### src/rtl/mips_pkg.sv
// -----------------------------------------------------------------------------
// mips_pkg
// Shared definitions for the decode and execute stages.
//   - ALU op codes for the multiply/divide unit and the HI/LO moves.
//   - muldiv_state_t: states of the iterative multiply/divide sequencer.
// -----------------------------------------------------------------------------
package mips_pkg;

    localparam logic [5:0] MULT_OP = 6'b000010;
    localparam logic [5:0] DIV_OP  = 6'b000011;
    localparam logic [5:0] MFHI_OP = 6'b000100;
    localparam logic [5:0] MFLO_OP = 6'b000101;

    typedef enum logic [1:0] {
        IDLE = 2'd0,
        ITER = 2'd1,
        FIX  = 2'd2
    } muldiv_state_t;

endpackage

### src/rtl/muldiv_step.sv
// -----------------------------------------------------------------------------
// muldiv_step
// Combinational single-iteration datapath for the multiply/divide sequencer.
//   MUL: shift-add step on a 2W+1 bit accumulator {carry, upper, multiplier}.
//   DIV: restoring-divide step on {rem, quo}.
// Ports:
//   sel_div   in   1       : 1 = divide step, 0 = multiply step
//   acc       in   2W+1    : product accumulator
//   rem       in   W+1     : partial remainder
//   quo       in   W       : dividend / quotient shift register
//   operand   in   W       : multiplicand (MUL) or divisor (DIV)
//   acc_next  out  2W+1    : accumulator after this step
//   rem_next  out  W+1     : remainder after this step
//   quo_next  out  W       : quotient after this step
// The registers not used by the selected operation pass through unchanged.
// -----------------------------------------------------------------------------
module muldiv_step #(
    parameter int WIDTH = 32
) (
    input  logic               sel_div,
    input  logic [2*WIDTH:0]   acc,
    input  logic [WIDTH:0]     rem,
    input  logic [WIDTH-1:0]   quo,
    input  logic [WIDTH-1:0]   operand,
    output logic [2*WIDTH:0]   acc_next,
    output logic [WIDTH:0]     rem_next,
    output logic [WIDTH-1:0]   quo_next
);

    // Multiply: conditional add into the upper half, carry lands in the
    // extra bit, then the whole accumulator shifts right by one.
    logic [WIDTH:0]     mul_sum;
    logic [2*WIDTH:0]   mul_acc;

    assign mul_sum = acc[2*WIDTH:WIDTH] + (acc[0] ? {1'b0, operand} : {(WIDTH+1){1'b0}});
    assign mul_acc = {1'b0, mul_sum, acc[WIDTH-1:1]};

    // Divide: shift {rem, quo} left one place, trial-subtract the divisor.
    // The remainder is always below the divisor between steps, so the low
    // W+1 bits of the difference are exact whenever the subtract is taken.
    logic [WIDTH+1:0]   div_shift;
    logic [WIDTH:0]     div_diff;
    logic               div_ge;

    assign div_shift = {rem, quo[WIDTH-1]};
    assign div_ge    = (div_shift >= {2'b00, operand});
    assign div_diff  = div_shift[WIDTH:0] - {1'b0, operand};

    always_comb begin
        acc_next = acc;
        rem_next = rem;
        quo_next = quo;
        if (sel_div) begin
            rem_next = div_ge ? div_diff : div_shift[WIDTH:0];
            quo_next = {quo[WIDTH-2:0], div_ge};
        end else begin
            acc_next = mul_acc;
        end
    end

endmodule

### src/rtl/muldiv_sequencer.sv
// -----------------------------------------------------------------------------
// muldiv_sequencer
// Iterative MULT/DIV controller owning the HI/LO pair for the execute stage.
// An accepted op runs STEPS iterations of muldiv_step, then one FIX cycle
// that applies sign correction and writes HI/LO (33 cycles, fixed latency).
// Build option: MULDIV_SIGNED_EN -- when defined, sgn selects signed
// operation (magnitude capture plus sign correction in FIX); otherwise all
// operations are unsigned and sgn is ignored.
// Ports:
//   clock    in   1  : clock, rising edge
//   reset_n  in   1  : synchronous active-low reset
//   start    in   1  : op on aluop is valid this cycle
//   aluop    in   6  : MULT/DIV/MFHI/MFLO op code, others ignored
//   sgn      in   1  : signed operation
//   rs_val   in   W  : multiplicand / dividend
//   rt_val   in   W  : multiplier / divisor
//   flush    in   1  : abort the in-flight operation
//   busy     out  1  : an operation is in progress
//   stall    out  1  : hold decode/fetch (combinational)
//   result   out  W  : HI for MFHI, LO for MFLO, else 0 (combinational)
//   hi, lo   out  W  : architectural HI/LO
//   divz     out  1  : one-cycle pulse after a divide by zero completes
// -----------------------------------------------------------------------------
module muldiv_sequencer
    import mips_pkg::*;
#(
    parameter int WIDTH = 32,
    parameter int STEPS = 32
) (
    input  logic             clock,
    input  logic             reset_n,
    input  logic             start,
    input  logic [5:0]       aluop,
    input  logic             sgn,
    input  logic [WIDTH-1:0] rs_val,
    input  logic [WIDTH-1:0] rt_val,
    input  logic             flush,
    output logic             busy,
    output logic             stall,
    output logic [WIDTH-1:0] result,
    output logic [WIDTH-1:0] hi,
    output logic [WIDTH-1:0] lo,
    output logic             divz
);

    localparam int            CW         = (STEPS > 1) ? $clog2(STEPS) : 1;
    localparam logic [CW-1:0] COUNT_LOAD = CW'(STEPS - 1);

    muldiv_state_t      state_reg, state_next;
    logic [CW-1:0]      count_reg;
    logic               div_reg;
    logic [WIDTH-1:0]   operand_reg;   // multiplicand or divisor magnitude
    logic [WIDTH-1:0]   raw_rs_reg;    // unmodified rs, HI on divide by zero
    logic [2*WIDTH:0]   acc_reg;
    logic [WIDTH:0]     rem_reg;
    logic [WIDTH-1:0]   quo_reg;
    logic [WIDTH-1:0]   hi_reg, lo_reg;
    logic               divz_reg;

    logic [2*WIDTH:0]   acc_step;
    logic [WIDTH:0]     rem_step;
    logic [WIDTH-1:0]   quo_step;

    logic               is_muldiv, is_mf, accept;

    assign is_muldiv = (aluop == MULT_OP) || (aluop == DIV_OP);
    assign is_mf     = (aluop == MFHI_OP) || (aluop == MFLO_OP);
    assign accept    = (state_reg == IDLE) && start && !flush && is_muldiv;

    // ---------------------------------------------------------------------
    // Operand capture and result sign correction
    // ---------------------------------------------------------------------
    logic [WIDTH-1:0]   mag_a, mag_b;
    logic [2*WIDTH-1:0] prod_fix;
    logic [WIDTH-1:0]   quo_fix, rem_fix;

`ifdef MULDIV_SIGNED_EN
    logic               sign_a, sign_b;
    logic               neg_q_reg, neg_r_reg;
    logic [WIDTH:0]     rem_neg;
    logic               unused_rem_msb;

    assign sign_a = sgn & rs_val[WIDTH-1];
    assign sign_b = sgn & rt_val[WIDTH-1];
    // -2^(W-1) negates to itself, which is the correct unsigned magnitude.
    assign mag_a  = sign_a ? -rs_val : rs_val;
    assign mag_b  = sign_b ? -rt_val : rt_val;

    // Product and quotient take sa^sb, remainder takes the dividend's sign.
    assign rem_neg        = -rem_reg;
    assign prod_fix       = neg_q_reg ? -acc_reg[2*WIDTH-1:0] : acc_reg[2*WIDTH-1:0];
    assign quo_fix        = neg_q_reg ? -quo_reg : quo_reg;
    assign rem_fix        = neg_r_reg ? rem_neg[WIDTH-1:0] : rem_reg[WIDTH-1:0];
    assign unused_rem_msb = rem_neg[WIDTH];
`else
    logic               unused_sgn;

    assign mag_a      = rs_val;
    assign mag_b      = rt_val;
    assign prod_fix   = acc_reg[2*WIDTH-1:0];
    assign quo_fix    = quo_reg;
    assign rem_fix    = rem_reg[WIDTH-1:0];
    assign unused_sgn = sgn;
`endif

    // ---------------------------------------------------------------------
    // Iteration datapath
    // ---------------------------------------------------------------------
    muldiv_step #(
        .WIDTH (WIDTH)
    ) u_step (
        .sel_div  (div_reg),
        .acc      (acc_reg),
        .rem      (rem_reg),
        .quo      (quo_reg),
        .operand  (operand_reg),
        .acc_next (acc_step),
        .rem_next (rem_step),
        .quo_next (quo_step)
    );

    // ---------------------------------------------------------------------
    // FSM next state
    // ---------------------------------------------------------------------
    always_comb begin
        state_next = state_reg;
        case (state_reg)
            IDLE: if (accept) state_next = ITER;
            ITER: begin
                if (flush)
                    state_next = IDLE;
                else if (count_reg == '0)
                    state_next = FIX;
            end
            FIX:     state_next = IDLE;
            default: state_next = IDLE;
        endcase
    end

    // ---------------------------------------------------------------------
    // State, datapath registers and HI/LO
    // ---------------------------------------------------------------------
    always_ff @(posedge clock) begin
        if (!reset_n) begin
            state_reg   <= IDLE;
            count_reg   <= '0;
            div_reg     <= 1'b0;
            operand_reg <= '0;
            raw_rs_reg  <= '0;
            acc_reg     <= '0;
            rem_reg     <= '0;
            quo_reg     <= '0;
            hi_reg      <= '0;
            lo_reg      <= '0;
            divz_reg    <= 1'b0;
`ifdef MULDIV_SIGNED_EN
            neg_q_reg   <= 1'b0;
            neg_r_reg   <= 1'b0;
`endif
        end else begin
            state_reg <= state_next;
            divz_reg  <= 1'b0;
            case (state_reg)
                IDLE: begin
                    if (accept) begin
                        div_reg    <= (aluop == DIV_OP);
                        count_reg  <= COUNT_LOAD;
                        raw_rs_reg <= rs_val;
`ifdef MULDIV_SIGNED_EN
                        neg_q_reg  <= sign_a ^ sign_b;
                        neg_r_reg  <= sign_a;
`endif
                        if (aluop == DIV_OP) begin
                            operand_reg <= mag_b;
                            quo_reg     <= mag_a;
                            rem_reg     <= '0;
                            acc_reg     <= '0;
                        end else begin
                            operand_reg <= mag_a;
                            acc_reg     <= {{(WIDTH+1){1'b0}}, mag_b};
                            rem_reg     <= '0;
                            quo_reg     <= '0;
                        end
                    end
                end
                ITER: begin
                    if (!flush) begin
                        acc_reg <= acc_step;
                        rem_reg <= rem_step;
                        quo_reg <= quo_step;
                        if (count_reg != '0)
                            count_reg <= count_reg - CW'(1);
                    end
                end
                FIX: begin
                    if (!flush) begin
                        if (!div_reg) begin
                            hi_reg <= prod_fix[2*WIDTH-1:WIDTH];
                            lo_reg <= prod_fix[WIDTH-1:0];
                        end else if (operand_reg == '0) begin
                            // divisor magnitude is zero exactly when rt was zero
                            hi_reg   <= raw_rs_reg;
                            lo_reg   <= '1;
                            divz_reg <= 1'b1;
                        end else begin
                            hi_reg <= rem_fix;
                            lo_reg <= quo_fix;
                        end
                    end
                end
                default: ;
            endcase
        end
    end

    // ---------------------------------------------------------------------
    // Outputs
    // ---------------------------------------------------------------------
    assign busy   = (state_reg != IDLE);
    assign stall  = start & busy & (is_muldiv | is_mf);
    assign hi     = hi_reg;
    assign lo     = lo_reg;
    assign divz   = divz_reg;
    assign result = (aluop == MFHI_OP) ? hi_reg :
                    (aluop == MFLO_OP) ? lo_reg : '0;

endmodule
### config.mk
export PLATFORM = sky130hd
export DESIGN_NAME = muldiv_sequencer
export DESIGN_NICKNAME = d
export VERILOG_FILES = /design/src/rtl/mips_pkg.sv /design/src/rtl/muldiv_step.sv /design/src/rtl/muldiv_sequencer.sv
export SDC_FILE = /design/constraint.sdc
export NUM_CORES = 1
export LEC_CHECK = 0
export CORE_ASPECT_RATIO = 1.75
export CORE_MARGIN = 4
export CORE_UTILIZATION = 40
export CTS_BUF_LIST = sky130_fd_sc_hd__clkbuf_8
export CTS_CLUSTER_SIZE = 24
export DETAILED_ROUTE_END_ITERATION = 10
export HOLD_SLACK_MARGIN = 0.15
export PLACE_DENSITY = 0.61
export REMOVE_ABC_BUFFERS = 1
export SLEW_MARGIN = 25
export SYNTH_ARGS = -nofsm -noshare
export SYNTH_HDL_FRONTEND = slang
export SYNTH_HIERARCHICAL = 1
export SYNTH_SLANG_ARGS = --single-unit
### constraint.sdc
create_clock -name clock -period 4.06 [get_ports clock]
set_input_delay 0.812 -clock clock [delete_from_list [all_inputs] [get_ports clock]]
set_output_delay 0.812 -clock clock [all_outputs]
set_load 0.02 [all_outputs]
==> results of run 1 <==
cell usage after synthesis (all sizes together), types with 36 or more instances:
library cell / count / area [sq um]
a21boi: 101 / 762
a21oi: 249 / 1250
and2: 40 / 250
buf: 64 / 362
clkbuf: 138 / 518
dfxtp: 267 / 5350
ha: 65 / 813
inv: 56 / 210
mux2: 66 / 743
mux2i: 62 / 621
nand2: 345 / 1300
nand2b: 38 / 238
nand3: 153 / 766
nor2: 100 / 375
nor3: 40 / 200
o211a: 42 / 420
o211ai: 37 / 278
o21ai: 200 / 1000
o22ai: 50 / 313
xnor2: 36 / 315
per-layer routing:
layer / routed length (um) / vias up / global-route usage [%]
li1: - / 8729 / -
met3: 3660 / 173 / 2.83
met5: 0 / - / 0
met1: 26500 / 8789 / 31.3
met2: 31400 / 728 / 43.2
met4: 2990 / 0 / 12.0
cell families after synthesis:
logic type	Yosys count
muxes	128
DFF	267
adders and majority gates	67
buffers and inverters	258
and+or+nand+nor	822
xor gates and xnor gates	54
AOI/OAI and AO/OA	803
area by class of cell:
| class | instances | area [sq um] | area share (%) |
|---|---|---|---|
| Antenna cell | 3 | 7.51 | 0.0356 |
| Clock buffer | 59 | 812 | 3.85 |
| Clock inverter | 17 | 81.3 | 0.386 |
| Inverter | 56 | 210 | 0.998 |
| Multi-Input combinational cell | 1874 | 11700 | 55.7 |
| Sequential cell | 267 | 5350 | 25.4 |
| Tap cell | 577 | 722 | 3.43 |
| Timing Repair Buffer | 210 | 2150 | 10.2 |
stage by stage:
step	TNS (ns)	area [sq um]
2_1_floorplan	-402.34	17300
3_3_place_gp	0	20100
3_5_place_dp	0	20200
4_1_cts	0	21100
5_1_grt	0	21100
6_report	0	21100
where the power goes:
group,switching [uW],internal [uW]
combinational,296,194
clock,1200,1300
sequential,11.5,2630
total,1500,4120
worst max-delay path, cell delays in order:
cell and delay [ns]:
clkdlybuf4s50_1 0.45, or3_1 0.43, or3b_1 0.44, buf_4 0.23, nor2_1 0.13, clkdlybuf4s50_1 0.62
path summary, 6_finish.rpt:
path	slack, ns	cells after the start	to
min reg2reg	0.45	2	raw_rs_reg[4]$_SDFFE_PN0P_
max	0.12	6	result[6]
max reg2reg	0.21	14	acc_reg[63]$_SDFFE_PN0P_
min	0.45	2	raw_rs_reg[4]$_SDFFE_PN0P_
timing repair:
item	4_1_cts	5_1_grt
buffers inserted	0	0
resized for setup	0	1
endpoints found under the setup margin	0	1
==> impl_metrics.toml, run 1 <==
[detailed_routing]
ant_nets = 0
wl_per_cell_um = 21.1
drt_iter0_drc = 1483
drc = 0
totalWireLength_um = 64600
dr.pass1.iters = 7
via_per_inst = 6.01
dr_total_vias = 18419

[synth]
ys.warnings.count = 6
ys_seq_area_share_pct = 29.5
synth_adder_area_share_pct = 4.70
synth_flop_cell = "dfxtp_1"
synth.distinct_cells = 75
synthCells = 2399
synth_mux_area_share_pct = 7.52
synth.avg_cell_area_sq_um = 7.56
synthArstFlopShare_pct = 0
synth_area_sq_um = 18100
ys_ff_latch = 267
synthSimpleGateAreaFrac_pct = 21.6
synth_top_family_by_area = "compound AO/OA/AOI/OAI gates"
synth_xor_area_share_pct = 2.61
synth_edf_count = 0
synth-compound-area-share_pct = 28.1

[cts]
numCtsBuffers = 43
cts_tree = "yes"
cts.clk_slew.worst_paths_ns = 0.06
insertion_delay_ns = 0.59
clock-sinks = 267
holdBufCountCts = 0
cts_root_buffer = "clkbuf_8"
cts_max_level = 2
clockBufferDepth = 3

[timing]
tightest_slew_ns = 1.03
drv_slew = 0
rsz0062_at_grt = "false"
setup_violations = 0
hold_viol_final = 0
setup_ws_ns = 0.122
fin_crit_ns = 3.94
post-route-period-util_pct = 97.0
max_slew_margin_pct = 31.0
fmax_mhz = 254
hold_ws_ns = 0.453
finClkSkew_ns = 0.0238

[power_and_ir_drop]
total_power_uw = 5620
power_density_nw_per_um2 = 267
leakage_uw = 0.00869
peakVddDrop_uv = 204

[critical_path]
cp_max_fo = 17
cp.required_ns = 3.25
arrival_ns = 3.13
cp-startpoint = "aluop[3]"
cp-end-kind = "output port"
cp-start-kind = "primary input"
reg2reg_from = "operand_reg[0]$_SDFFE_PN0P_"
path_class = "primary input to output port"

[finish]
final_cell_mix = "nand2_1, dfxtp_1, a21oi_1, o21ai_0, clkdlybuf4s50_1"
final_common_cell = "nand2_1"
fin_util_pct = 46.8
fillers = 4413
drive_above_1_share_pct = 7.93
final_nets = 2594
syn_to_final_growth_pct = 16.2
largest_reg_flops = 65
final-instance-count-excl-fill = 3063

[floorplan]
start_util_pct = 40.3
die_area_sq_um = 49000
ios = 174
fp.dieH_um = 290
die_width_um = 169
rows = 103
core_area_sq_um = 45000

[place]
io_buffers = 172
gp_congestion = 0.901
place_inst = 2984
hpwl_um = 42900
post-place-ws_ns = 0.106

[min_path]
hp-start = "raw_rs_reg[4]$_SDFFE_PN0P_"
hold_class = "flip-flop to flip-flop"

[global_routing]
antenna_found_initial = 2
grt_overflow = 0
grt_use_total_pct = 25.1
grt_max_degree = 141
grt_pass1_wl_um = 99700
grt_pass1_vias = 17825

[flow_run]
maxCapViolCount = 0

[status]
outcome = "completed"
No activity file was read; power rests on OpenSTA's default activity.
==> inputs of run 2 (changes only) <==
--- a/config.mk
+++ b/config.mk
@@ -6,7 +6,7 @@
 export NUM_CORES = 1
 export LEC_CHECK = 0
 export CORE_ASPECT_RATIO = 1.75
-export CORE_MARGIN = 4
+export CORE_MARGIN = 3
 export CORE_UTILIZATION = 40
 export CTS_BUF_LIST = sky130_fd_sc_hd__clkbuf_8
 export CTS_CLUSTER_SIZE = 24
==> run 2 against run 1 <==
Sequential share of layout area is 0.15 points lower. Worst setup slack better by 0.0052 ns. Cell area is 0.58% higher. Fmax is 0.13% higher. Sequential power hardly changed. Combinational power hardly changed. Core utilization is 0.73 points higher. Routed wire length is 0.79% higher. Flip-flop and latch count stayed put. Largest power group is now the clock network.
==> impl_metrics.toml, run 2 (same netlist as run 1, synthesis figures left out) <==
[status]
outcome = "completed"

[global_routing]
grt_max_degree = 210
grt_use_total_pct = 25.7
grt_overflow = 0
grt_pass1_vias = 18009
antenna_found_initial = 1
grt_pass1_wl_um = 101000

[power_and_ir_drop]
total_power_uw = 5780
power_density_nw_per_um2 = 273
peakVddDrop_uv = 213
leakage_uw = 0.00874

[cts]
clock-sinks = 267
cts_tree = "yes"
cts_max_level = 2
post_cts_resize_count = 0
cts_setup_buffers = 0
holdBufCountCts = 0
cts_root_buffer = "clkbuf_8"
cts.clk_slew.worst_paths_ns = 0.06
insertion_delay_ns = 0.60
clockBufferDepth = 3
numCtsBuffers = 45

[floorplan]
start_util_pct = 40.7
fp.dieH_um = 288
rows = 102
core_area_sq_um = 44500
die_area_sq_um = 48000
die_width_um = 167
ios = 174

[finish]
syn_to_final_growth_pct = 16.8
fin_util_pct = 47.6
final-instance-count-excl-fill = 3065
drive_above_1_share_pct = 8.27
largest_reg_flops = 65
final_cell_mix = "nand2_1, dfxtp_1, a21oi_1, o21ai_0, clkdlybuf4s50_1"
fillers = 4420
final_common_cell = "nand2_1"
final_nets = 2599

[critical_path]
regToRegSetupSlack_ns = 0.18
cp-end-kind = "output port"
slowest_delay_ns = 0.61
crit_chain = "clkdlybuf4s50_1 -> or3_1 -> or3b_1 -> buf_12 -> nor2_1 -> clkdlybuf4s50_1"
cp-start-kind = "primary input"
cpMostUsedCell = "clkdlybuf4s50_1"
arrival_ns = 3.12
cp_max_fo = 30
path_class = "primary input to output port"
critPathBufInv = 3
cp.required_ns = 3.25
cpLargestDelayFamily = "buffers and inverters"
cp_slowest_cell = "clkdlybuf4s50_1"

[timing]
drv_slew = 0
post-route-period-util_pct = 96.9
setup_ws_ns = 0.127
setup_violations = 0
tightest_slew_ns = 1.43
finClkSkew_ns = 0.0169
rsz0062_at_grt = "false"
fmax_mhz = 254
fin_crit_ns = 3.93
hold_viol_final = 0
max_slew_margin_pct = 4.36

[place]
gp_congestion = 0.884
io_buffers = 172
place_inst = 2982
hpwl_um = 43300
post-place-ws_ns = 0.127

[flow_run]
maxCapViolCount = 0

[min_path]
hold_class = "flip-flop to flip-flop"

[detailed_routing]
via_per_inst = 6.08
totalWireLength_um = 65100
drt_iter0_drc = 1520
ant_nets = 0
dr_total_vias = 18640
wl_per_cell_um = 21.2
drc = 0
dr.pass1.iters = 6
-- run 2: changes by cell type in the layout (fill, tap and decap cells not counted), sizes merged --
cell	before	now
clkinvlp	0	1
clkinv	6	7
buf	40	43
diode	3	1
inv	67	68
bufinv	0	1
dlymetal6s2s	1	0
clkdlybuf4s50	169	170
clkbuf	59	61
-- run 2: through the flow --
step / setup TNS (ns) / instance area (sq um) / hold slack [ns]
6_report: 0 / 21200 / 0.452
5_1_grt: 0 / 21200 / 0.472
4_1_cts: 0 / 21200 / 0.455
3_5_place_dp: 0 / 20200 / 0.447
3_3_place_gp: 0 / 20200 / 0.444
2_1_floorplan: -402.34 / 17300 / 0.436
-- run 2: path summary, 6_finish.rpt --
kind | startpoint | endpoint | cells past startpoint
setup / recovery | aluop[3] | result[3] | 6
hold / removal | raw_rs_reg[12]$_SDFFE_PN0P_ | raw_rs_reg[12]$_SDFFE_PN0P_ | 2
setup reg to reg | operand_reg[0]$_SDFFE_PN0P_ | acc_reg[63]$_SDFFE_PN0P_ | 14
hold reg to reg | raw_rs_reg[12]$_SDFFE_PN0P_ | raw_rs_reg[12]$_SDFFE_PN0P_ | 2
-- run 2: worst register-to-register path, cell delays in order, from the launching register on --
cell and delay (ns):
dfxtp_1 0.34, and2_1 0.17, ha_1 0.22, fa_1 0.46, a211oi_1 0.44, o21ai_0 0.26, and4_1 0.27, a211oi_1 0.34
o31ai_1 0.19, a21o_1 0.25, a41oi_1 0.27, mux2i_1 0.23, o211a_1 0.16, nand3_1 0.07, a21boi_1 0.14
-- run 2: report_power, final --
group          switching (uW)  internal, uW
clock                    1240          1410
combinational             296           195
sequential               11.3          2630
-- run 2: layer usage --
layer | vias up | track usage [%] | wire [um]
met2 | 746 | 44.2 | 31700
met3 | 150 | 3.53 | 3990
met1 | 8998 | 32.4 | 26900
met5 | - | 0 | 0
li1 | 8746 | - | -
met4 | 0 | 10.2 | 2490
-- run 2: area by class of cell --
| cell class | count | area, sq um | area share, % |
|---|---|---|---|
| Antenna cell | 1 | 2.50 | 0.0118 |
| Clock buffer | 61 | 840 | 3.96 |
| Clock inverter | 21 | 134 | 0.632 |
| Inverter | 56 | 210 | 0.992 |
| Multi-Input combinational cell | 1874 | 11800 | 55.4 |
| Sequential cell | 267 | 5350 | 25.2 |
| Tap cell | 572 | 716 | 3.38 |
| Timing Repair Buffer | 213 | 2190 | 10.3 |
==> inputs of run 3 (changes only) <==
--- a/config.mk
+++ b/config.mk
@@ -5,6 +5,7 @@
 export SDC_FILE = /design/constraint.sdc
 export NUM_CORES = 1
 export LEC_CHECK = 0
+export ABC_AREA = 1
 export CORE_ASPECT_RATIO = 1.75
 export CORE_MARGIN = 3
 export CORE_UTILIZATION = 40
==> run 3 against run 2 <==
Die area increased by 6.6%. Critical endpoint is now result[29]. Critical path type unchanged. Critical path depth increased by 1. Non-clock buffer count fell by 6. Via count up 14%. Cell area is 5.1% higher. First-iteration DRC count is 11% lower. Clock power decreased by 4%. Clock skew rose by 0.0067 ns.
==> impl_metrics.toml, run 3 <==
[synth]
synth_top_area_share_pct = 27.6
ys_seq_area_share_pct = 27.6
synth_edf_count = 0
synthMostInstantiatedCell = "nand2_1"
synthArstFlopShare_pct = 0
synth_area_sq_um = 19400
synth.distinct_cells = 42
synth_flop_cell = "dfxtp_1"
ys.warnings.count = 6
synth.avg_cell_area_sq_um = 5.94
synthCells = 3262
ys_ff_latch = 267
synthTopCellsByArea = "dfxtp_1, nand2_1, a21oi_1"
yosysTopAreaCell = "dfxtp_1"
synth_common_cells = "nand2_1, inv_1, a21oi_1"

[finish]
final-instance-count-excl-fill = 4003
final_nets = 3465
largest_reg_flops = 65
fillers = 5112
drive_above_1_share_pct = 4.20
syn_to_final_growth_pct = 15.0
final_cell_mix = "nand2_1, inv_1, a21oi_1, nor2_1, o21ai_0"
final_common_cell = "nand2_1"

[global_routing]
grt_max_degree = 201
grt_overflow = 0
grt_pass1_vias = 20550
antenna_found_initial = 1
grt_use_total_pct = 27.4
grt_pass1_wl_um = 113000

[cts]
cts_tree = "yes"
cts.clk_slew.worst_paths_ns = 0.06
cts_root_buffer = "clkbuf_8"
numCtsBuffers = 44
post_cts_resize_count = 0
cts_max_level = 2
insertion_delay_ns = 0.58
cts_setup_buffers = 0
holdBufCountCts = 0
clockBufferDepth = 3
clock-sinks = 267

[place]
io_buffers = 172
hpwl_um = 51800
post-place-ws_ns = 0.282
gp_congestion = 0.894
place_inst = 3925

[power_and_ir_drop]
leakage_uw = 0.00985
power_density_nw_per_um2 = 275
power_frac_clock_pct = 41.3
p_switching_uw = 1820
p_int_uw = 4320
switching_share_pct = 29.6
sequentialPowerShare_pct = 43.3
combPwrFrac_pct = 15.4
peakVddDrop_uv = 239

[floorplan]
rows = 106
die_area_sq_um = 51200
start_util_pct = 40.5
core_area_sq_um = 47900
fp.dieH_um = 297
ios = 174
die_width_um = 172

[timing]
max_slew_margin_pct = 39.0
hold_viol_final = 0
fmax_mhz = 264
finClkSkew_ns = 0.0237
setup_ws_ns = 0.273
rsz0062_at_grt = "false"
hold_ws_ns = 0.455
fin_crit_ns = 3.79
setup_violations = 0
fin_setup_tns_ns = 0
post-route-period-util_pct = 93.3
tightest_slew_ns = 0.914
drv_slew = 0

[critical_path]
cp-start-kind = "primary input"
cp-end-kind = "output port"
cp.required_ns = 3.25
cp_max_fo = 32
arrival_ns = 2.97
path_class = "primary input to output port"
regToRegSetupSlack_ns = 0.92

[min_path]
hold_class = "flip-flop to flip-flop"

[detailed_routing]
totalWireLength_um = 72000
dr.pass1.iters = 6
ant_nets = 0
drt_iter0_drc = 1346
drc = 0
via_per_inst = 5.32
dr_total_vias = 21279
wl_per_cell_um = 18.0

[status]
outcome = "completed"

[flow_run]
maxCapViolCount = 0
run 3: cell count changes after synthesis, moves of 40 or more:
cell / before / now
a21boi_0: 40 / 0
a21boi_1: 60 / 0
a21oi_1: 249 / 349
a22oi_1: 1 / 56
inv_1: 56 / 416
mux2_2: 66 / 0
mux2i_1: 62 / 0
nand2_1: 343 / 907
nor2_1: 100 / 307
o211a_1: 42 / 0
o21ai_0: 185 / 295
run 3: power by group through the flow:
stage	clock network (uW)	registers, uW	logic [uW]
final	2540	2660	942
after global routing	2710	2660	1030
after CTS	2600	2660	937
after detailed placement	0	2710	934
after global placement	0	2710	923
after floorplan	0	2710	531
run 3: final timing paths:
| path | start | endpoint | cells past startpoint |
|---|---|---|---|
| hold / removal | raw_rs_reg[3]$_SDFFE_PN0P_ | raw_rs_reg[3]$_SDFFE_PN0P_ | 2 |
| setup / recovery | aluop[5] | result[29] | 7 |
| setup reg to reg | acc_reg[0]$_SDFFE_PN0P_ | acc_reg[58]$_SDFFE_PN0P_ | 17 |
| hold reg to reg | raw_rs_reg[3]$_SDFFE_PN0P_ | raw_rs_reg[3]$_SDFFE_PN0P_ | 2 |
run 3: logic make-up (layout without fill, tap and decap cells):
group	count (synthesis)	count (layout)	share of synthesized area, %
other	0	1	0
AND/OR/NAND/NOR	1496	1496	32.2
adder cells (fa/ha/maj)	67	67	4.40
XOR/XNOR	21	21	0.949
AO/OA/AOI/OAI	793	793	21.9
flip-flops	267	267	27.6
buffers and inverters	618	710	12.9
run 3: layer usage:
metal | wire, um | GRT usage [%]
met5 | 0 | 0
met1 | 28700 | 32.5
met3 | 2950 | 2.30
met2 | 36900 | 49.3
met4 | 3410 | 12.5
run 3: area by class of cell:
type / instances / area [sq um] / share of cell area [%]
multi-input cells: 2377 / 11500 / 51.8
flip-flops and latches: 267 / 5350 / 24.0
repair buffers: 207 / 2060 / 9.23
inverters: 426 / 1600 / 7.19
well taps: 648 / 811 / 3.64
clock buffers: 57 / 785 / 3.52
clock inverters: 20 / 140 / 0.629
diodes: 1 / 2.50 / 0.0112
run 3: worst max-delay path, stage by stage:
cell	delay [ns]
clkdlybuf4s50_1	0.42
nor2_2	0.23
nand3_1	0.13
or2_2	0.32
buf_12	0.18
o22ai_1	0.19
clkdlybuf4s50_1	0.64
run 3: through the flow:
step | total power [uW] | cell area [sq um] | util (%)
4_1_cts | 6200 | 22300 | 46.5
3_5_place_dp | 3650 | 21400 | 44.6
5_1_grt | 6400 | 22300 | 46.5
6_report | 6130 | 22300 | 46.5
2_1_floorplan | 3240 | 18500 | -
3_3_place_gp | 3640 | 21400 | 44.6
